===== config.mk =====
export PLATFORM = sky130hd
export DESIGN_NAME = joy_serial_decoder
export DESIGN_NICKNAME = d
export VERILOG_FILES = /design/src/rtl/joy_serial_decoder.sv
export SDC_FILE = /design/constraint.sdc
export NUM_CORES = 1
export LEC_CHECK = 0
export CORE_MARGIN = 1.5
export CORE_UTILIZATION = 45
export CTS_CLUSTER_DIAMETER = 40
export DETAILED_ROUTE_END_ITERATION = 10
export MAX_ROUTING_LAYER = met4
export PLACE_DENSITY = 0.76
export SLEW_MARGIN = 20
export SYNTH_ARGS = -nofsm -noshare
export SYNTH_HDL_FRONTEND = slang
export SYNTH_SLANG_ARGS = --single-unit

===== constraint.sdc =====
create_clock -name clk -period 3 [get_ports clk]
set_clock_uncertainty 0.15 [all_clocks]
set_input_delay 0.9 -clock clk [delete_from_list [all_inputs] [get_ports clk]]
set_output_delay 0.9 -clock clk [all_outputs]
set_load 0.05 [all_outputs]

===== src/rtl/joy_serial_decoder.sv =====
// Scans NUM_JOYS DB9 ports through a 74HC165 chain, optionally in two Megadrive phases,
// and publishes all button states together once per complete scan.
module joy_serial_decoder #(
    parameter int NUM_JOYS     = 2,
    parameter int CLKDIV       = 14,
    parameter bit MD_ENABLE    = 1'b1,
    parameter int SETTLE_TICKS = 4
) (
    input  logic                  clk,
    input  logic                  reset,
    input  logic                  joy_data,
    output logic                  joy_clk,
    output logic                  joy_load_n,
    output logic                  joy_select,
    output logic [NUM_JOYS*8-1:0] joy_state,
    output logic [NUM_JOYS-1:0]   md_present,
    output logic                  scan_done
);

    localparam int CHAIN_BITS = NUM_JOYS * 8;
    localparam int DIV_W      = $clog2(CLKDIV);
    localparam int BIT_W      = $clog2(CHAIN_BITS + 1);
    localparam int SET_W      = $clog2(SETTLE_TICKS + 1);

    typedef enum logic [2:0] {
        ST_IDLE,
        ST_LOAD,
        ST_SHIFT_LO,
        ST_SHIFT_HI,
        ST_SETTLE,
        ST_COMMIT
    } state_e;

    state_e                  state_q;
    logic [DIV_W-1:0]        div_q, div_d;
    logic                    tick;
    logic [1:0]              data_sync_q;
    logic                    data_s;
    logic [BIT_W-1:0]        bit_cnt_q;
    logic [SET_W-1:0]        settle_q;
    logic                    phase_q;
    logic [CHAIN_BITS-1:0]   p0_q, p1_q;
    logic                    joy_clk_q, joy_load_n_q, joy_select_q, scan_done_q;
    logic [CHAIN_BITS-1:0]   joy_state_q, state_next;
    logic [NUM_JOYS-1:0]     md_present_q, md_next;
    logic                    unused_bits;

    // NOTE: joy_data is asynchronous to clk; only the second flop is ever sampled.
    always_ff @(posedge clk or posedge reset) begin
        if (reset) begin
            data_sync_q <= 2'b11;
        end else begin
            data_sync_q <= {data_sync_q[0], joy_data};
        end
    end
    assign data_s = data_sync_q[1];

    // The prescaler is held at zero through COMMIT so every IDLE lasts a full tick.
    assign tick = (div_q == DIV_W'(CLKDIV - 1));

    always_comb begin
        div_d = div_q + 1'b1;
        if (tick || state_q == ST_COMMIT) begin
            div_d = '0;
        end
    end

    always_ff @(posedge clk or posedge reset) begin
        if (reset) begin
            div_q <= '0;
        end else begin
            div_q <= div_d;
        end
    end

    // Phase 0 supplies the directions and B/C; phase 1 supplies pad detection and A/START.
    always_comb begin
        state_next = '0;
        md_next    = '0;
        for (int j = 0; j < NUM_JOYS; j++) begin
            md_next[j]             = MD_ENABLE && p1_q[8*j+2] && p1_q[8*j+3];
            state_next[8*j +: 6]   = p0_q[8*j +: 6];
            state_next[8*j+6]      = md_next[j] & p1_q[8*j+4];
            state_next[8*j+7]      = md_next[j] & p1_q[8*j+5];
        end
    end

    always_comb begin
        unused_bits = 1'b0;
        for (int j = 0; j < NUM_JOYS; j++) begin
            unused_bits = unused_bits ^ (^{p0_q[8*j+6 +: 2], p1_q[8*j +: 2], p1_q[8*j+6 +: 2]});
        end
    end

    // NOTE: pin outputs are registered in the FSM so they change on the same edge as the state.
    always_ff @(posedge clk or posedge reset) begin
        if (reset) begin
            state_q      <= ST_IDLE;
            bit_cnt_q    <= '0;
            settle_q     <= '0;
            phase_q      <= 1'b0;
            p0_q         <= '0;
            p1_q         <= '0;
            joy_clk_q    <= 1'b1;
            joy_load_n_q <= 1'b1;
            joy_select_q <= 1'b1;
            joy_state_q  <= '0;
            md_present_q <= '0;
            scan_done_q  <= 1'b0;
        end else begin
            scan_done_q <= 1'b0;
            if (state_q == ST_COMMIT) begin
                joy_state_q  <= state_next;
                md_present_q <= md_next;
                scan_done_q  <= 1'b1;
                joy_select_q <= 1'b1;
                bit_cnt_q    <= '0;
                state_q      <= ST_IDLE;
            end else if (tick) begin
                unique case (state_q)
                    ST_IDLE: begin
                        phase_q      <= 1'b0;
                        joy_load_n_q <= 1'b0;
                        state_q      <= ST_LOAD;
                    end
                    ST_LOAD: begin
                        joy_load_n_q <= 1'b1;
                        joy_clk_q    <= 1'b0;
                        state_q      <= ST_SHIFT_LO;
                    end
                    ST_SHIFT_LO: begin
                        if (phase_q) begin
                            p1_q <= {~data_s, p1_q[CHAIN_BITS-1:1]};
                        end else begin
                            p0_q <= {~data_s, p0_q[CHAIN_BITS-1:1]};
                        end
                        bit_cnt_q <= bit_cnt_q + 1'b1;
                        joy_clk_q <= 1'b1;
                        state_q   <= ST_SHIFT_HI;
                    end
                    ST_SHIFT_HI: begin
                        if (bit_cnt_q < BIT_W'(CHAIN_BITS)) begin
                            joy_clk_q <= 1'b0;
                            state_q   <= ST_SHIFT_LO;
                        end else if (MD_ENABLE && !phase_q) begin
                            joy_select_q <= 1'b0;
                            phase_q      <= 1'b1;
                            bit_cnt_q    <= '0;
                            settle_q     <= '0;
                            state_q      <= ST_SETTLE;
                        end else begin
                            state_q <= ST_COMMIT;
                        end
                    end
                    ST_SETTLE: begin
                        if (settle_q == SET_W'(SETTLE_TICKS - 1)) begin
                            joy_load_n_q <= 1'b0;
                            state_q      <= ST_LOAD;
                        end else begin
                            settle_q <= settle_q + 1'b1;
                        end
                    end
                    default: begin
                        state_q <= ST_IDLE;
                    end
                endcase
            end
        end
    end

    assign joy_clk    = joy_clk_q;
    assign joy_load_n = joy_load_n_q;
    assign joy_select = joy_select_q;
    assign joy_state  = joy_state_q;
    assign md_present = md_present_q;
    assign scan_done  = scan_done_q;

endmodule


==> metrics list <==
- Utilization after layout: 54.36%
* Antenna violations before repair: 0
- The worst register-to-register path has a depth of 5.
- The tree is rooted in a clkbuf_8.
- The detailed router finished its first iteration with 66 violations.
* Pin count of the biggest net entering global routing: 71
* Prevailing post-synth register cell: dfrtp_1
- For hold timing, the worst endpoint is data_sync_q[1].
- Among all stages on the critical path, the largest delay is contributed by clkdlybuf4s50_1.
- After detailed routing, the average wire length per cell comes to approximately 14 um.
- Clk slew on worst S/H paths: 70 ps
* Num Clock Sinks: 70
- Reg2Reg Launch Point: div_q[1]
- Number of global-route vias before repair: around 1900
* CP startpoint kind: flip-flop
- Clock tree synthesis inserted a total of 9 buffers.
- For this block, the via count after detailed routing is 1874.
- Maximum vdd drop: around 280 uV
- Buffers inserted during post-CTS setup optimization: 0
- Die Y: 83.97 um
* Total inserted antenna cells: 0
- Post-Layout Inst Area: 0.003452 mm2
- Summed over its instances, the top area cell type makes up between 50% and 60% of the synthesized netlist area.
- Setup repair after global routing missed its margin: no
- RD Place Congestion: 0.8457
- Relative slew slack: a little over half
- The final critical path takes up between 90% and 100% of the cycle.
- Walking the worst path, the cells encountered are clkdlybuf4s50_1.
- Cells after synthesis: 252
* Fin crit period: 2746 ps
- Capture point of the worst reg-to-reg path: p1_q[3]
- Clock latency of the later-clocked register in the worst-skew pair: between 300 and 400 ps
- The synthesized netlist contains 38 unique library cells.
- Die area: between 0.007 and 0.008 mm2
* Core area: ~0.0063 mm2
- For this run, the register share of the synthesized area comes to between 50 and 60%.
* Chip width: 83.97 um
* Io pins: 25
- In this run the number of cells on the critical path is 1.
* Setup-failing EPs final: 0
- The first global-routing pass estimated 8963 um of wire.
- Maximum number of buffers from clock root to sink: 2
- Post-cts hold buffer count: 0
- Hold depth: 0
- When the netlist entered floorplanning its net count stood at 260.
* Final Hold Slack: ~210 ps
- The HPWL after detailed placement is about 3200 um.
- Async S/R FF share, synth: 100.0%
- Sum of negative setup slack: 0 ps
- Min-Delay Startpoint: data_sync_q[0]
* Seq. cell area: 0.001758 mm2
- Counting flops with a built-in enable in the synthesized netlist gives 0.
- Path type of the worst setup path: reg2out
- Setup crit end kind: output port
* Total global routing track utilization: 16.60%
- Timing would allow up to 364.2 MHz.
* DRT Pass-1 Iters: 4
* Most area-hungry cell type in the Yosys netlist: dfrtp_1
- For the worst setup path, the data required time is 1950 ps.
- In this run the power density over the cells is ~480 mW/mm2.
* Worst stage delay on the critical path: 800 ps
- In the final layout, the multi-input gates occupy 0.001100 mm2.
* Status: complete, no violations
* Input/output buffers: 24
- Global-route congestion overflow total: 0
- For the pin with the worst max-slew slack, the measured transition is 716.5 ps.
* Row count: 29
- Biggest fanout along the worst timing path: 3
- Wires add up to 5016 um.
- Post-cts repair resize count: 0
- After detailed routing, the number of remaining DRC violations is 0.
- Syn-to-layout area delta: 17.01%
- In this run the worst hold path is classified as reg2reg.
- Dividing the detail-routed via count by the number of cells gives 5.163.
* Antenna Violating Nets Remaining: 0
- Number of H-tree branching levels: 3
- Cell family with most CP delay: buffers and inverters
- Each instance of the synthesized netlist takes up on average 11.71 um2.
- In this run the cell area measured after placement is 0.003267 mm2.
- Cells with a size suffix above 1 make up 20.63% of the layout.
* Seq cells post-synth: 70
- Together, buffers and inverters on the worst path number 1.
* Data arrival time of the critical path: 1700 ps
- First element of the critical path: joy_clk
- The number of hold violations in the final report came to 0.
- Area of the mapped netlist: ~0.0030 mm2
* Max-cap check violation count: 0
- The initial utilization of the core area, before any placement, comes to ~46%.
- The design draws roughly 1.7 mW.
- Final count of pins violating max slew: 0
- Fillers: approximately 540
* CTS tree: done
* Reg-to-reg setup timing slack: approximately 570 ps
- Top cells by area in the synthesized netlist: dfrtp_1 (55%), mux2_2 (8.4%), nand2_1 (6.7%), dfstp_2 (4.5%), mux2_4 (4.1%)
- After the last flow step, the layout net total stands at 289.
- Static power due to leakage: 1.696 nW
* Synthesis Warnings: 0
## final cells by class
class	instances	share of cell area, %
Clock buffer	11	4.386
Clock inverter	5	0.9786
Inverter	8	0.8699
Multi-Input combinational cell	164	31.86
Sequential cell	70	50.92
Tap cell	77	2.791
Timing Repair Buffer	28	8.191
## registers in the layout (all words and copies together), names as in the netlist
name and count:
bit_cnt_q 5, data_sync_q 2, div_q 4, joy_clk 1, joy_load_n 1, joy_select 1, joy_state 16, md_present 2
p0_q 16, p1_q 14, phase_q 1, scan_done 1, settle_q 3, state_q 3
## per-stage QoR
stage                     setup WS [ps]  std cells
after floorplan                   190.1        252
after global placement            641.0        347
after detailed placement          583.9        347
after CTS                         243.0        363
after global routing              219.4        363
final                             254.4        363
## logic make-up after synthesis
group                      after synthesis  share of synthesized area (%)
DFF                                     70                          59.58
muxes                                   30                          12.47
and+or+nand+nor                         88                          14.04
AOI/OAI and AO/OA                       39                          8.058
adders and majority gates                5                          2.120
buffers and inverters                   18                          3.138
xor gates and xnor gates                 2                         0.5938
## synth_stat cells, drive strengths merged (2+ instances only)
cell type / count
a31oi: 2
o21ai: 17
buf: 4
nand3: 9
dfstp: 5
nand4b: 2
mux2: 30
clkbuf: 6
and3: 2
dfrtp: 65
a22o: 5
inv: 8
nand2: 53
a21oi: 9
ha: 5
nand2b: 3
nor3: 3
nor2: 10
## report_power, final
part	total (mW)	internal (mW)	switching (mW)	leakage, nW
Combinational	0.0238	0.00551	0.0182	0.675
Clock	0.687	0.343	0.344	0.0913
Sequential	0.948	0.947	0.000912	0.930
Total	1.66	1.30	0.363	1.70
## cell usage in the layout, fill, tap and decap left out, types with 2 or more instances in the layout
| cell | n |
|---|---|
| a21oi_1 | 9 |
| a22o_1 | 5 |
| a31oi_1 | 2 |
| buf_4 | 3 |
| clkbuf_8 | 11 |
| clkdlybuf4s50_1 | 24 |
| clkinv_2 | 2 |
| clkinvlp_4 | 2 |
| dfrtp_1 | 65 |
| dfstp_2 | 5 |
| ha_1 | 5 |
| inv_1 | 7 |
| mux2_2 | 22 |
| mux2_4 | 8 |
| nand2_1 | 53 |
| nand2b_1 | 3 |
| nand3_1 | 8 |
| nand4b_1 | 2 |
| nor2_1 | 10 |
| nor3_1 | 3 |
| o21ai_0 | 17 |
## per-layer routing
metal  GRT usage [%]  share of wire (%)  up-vias
li1                -                  -      922
met1           22.14                 49      906
met2           23.24                 44       32
met3           3.363                3.1       14
met4           10.43                3.0        0
met5               -                  0        -
## worst max path at each step
stage                   end  slack [ps]
3_3_place_gp        joy_clk         640
5_1_grt             joy_clk         220
6_report            joy_clk         250
4_1_cts             joy_clk         240
3_5_place_dp        p1_q[6]         580
2_1_floorplan  bit_cnt_q[0]         190
No activity file was read; power rests on OpenSTA's default activity.
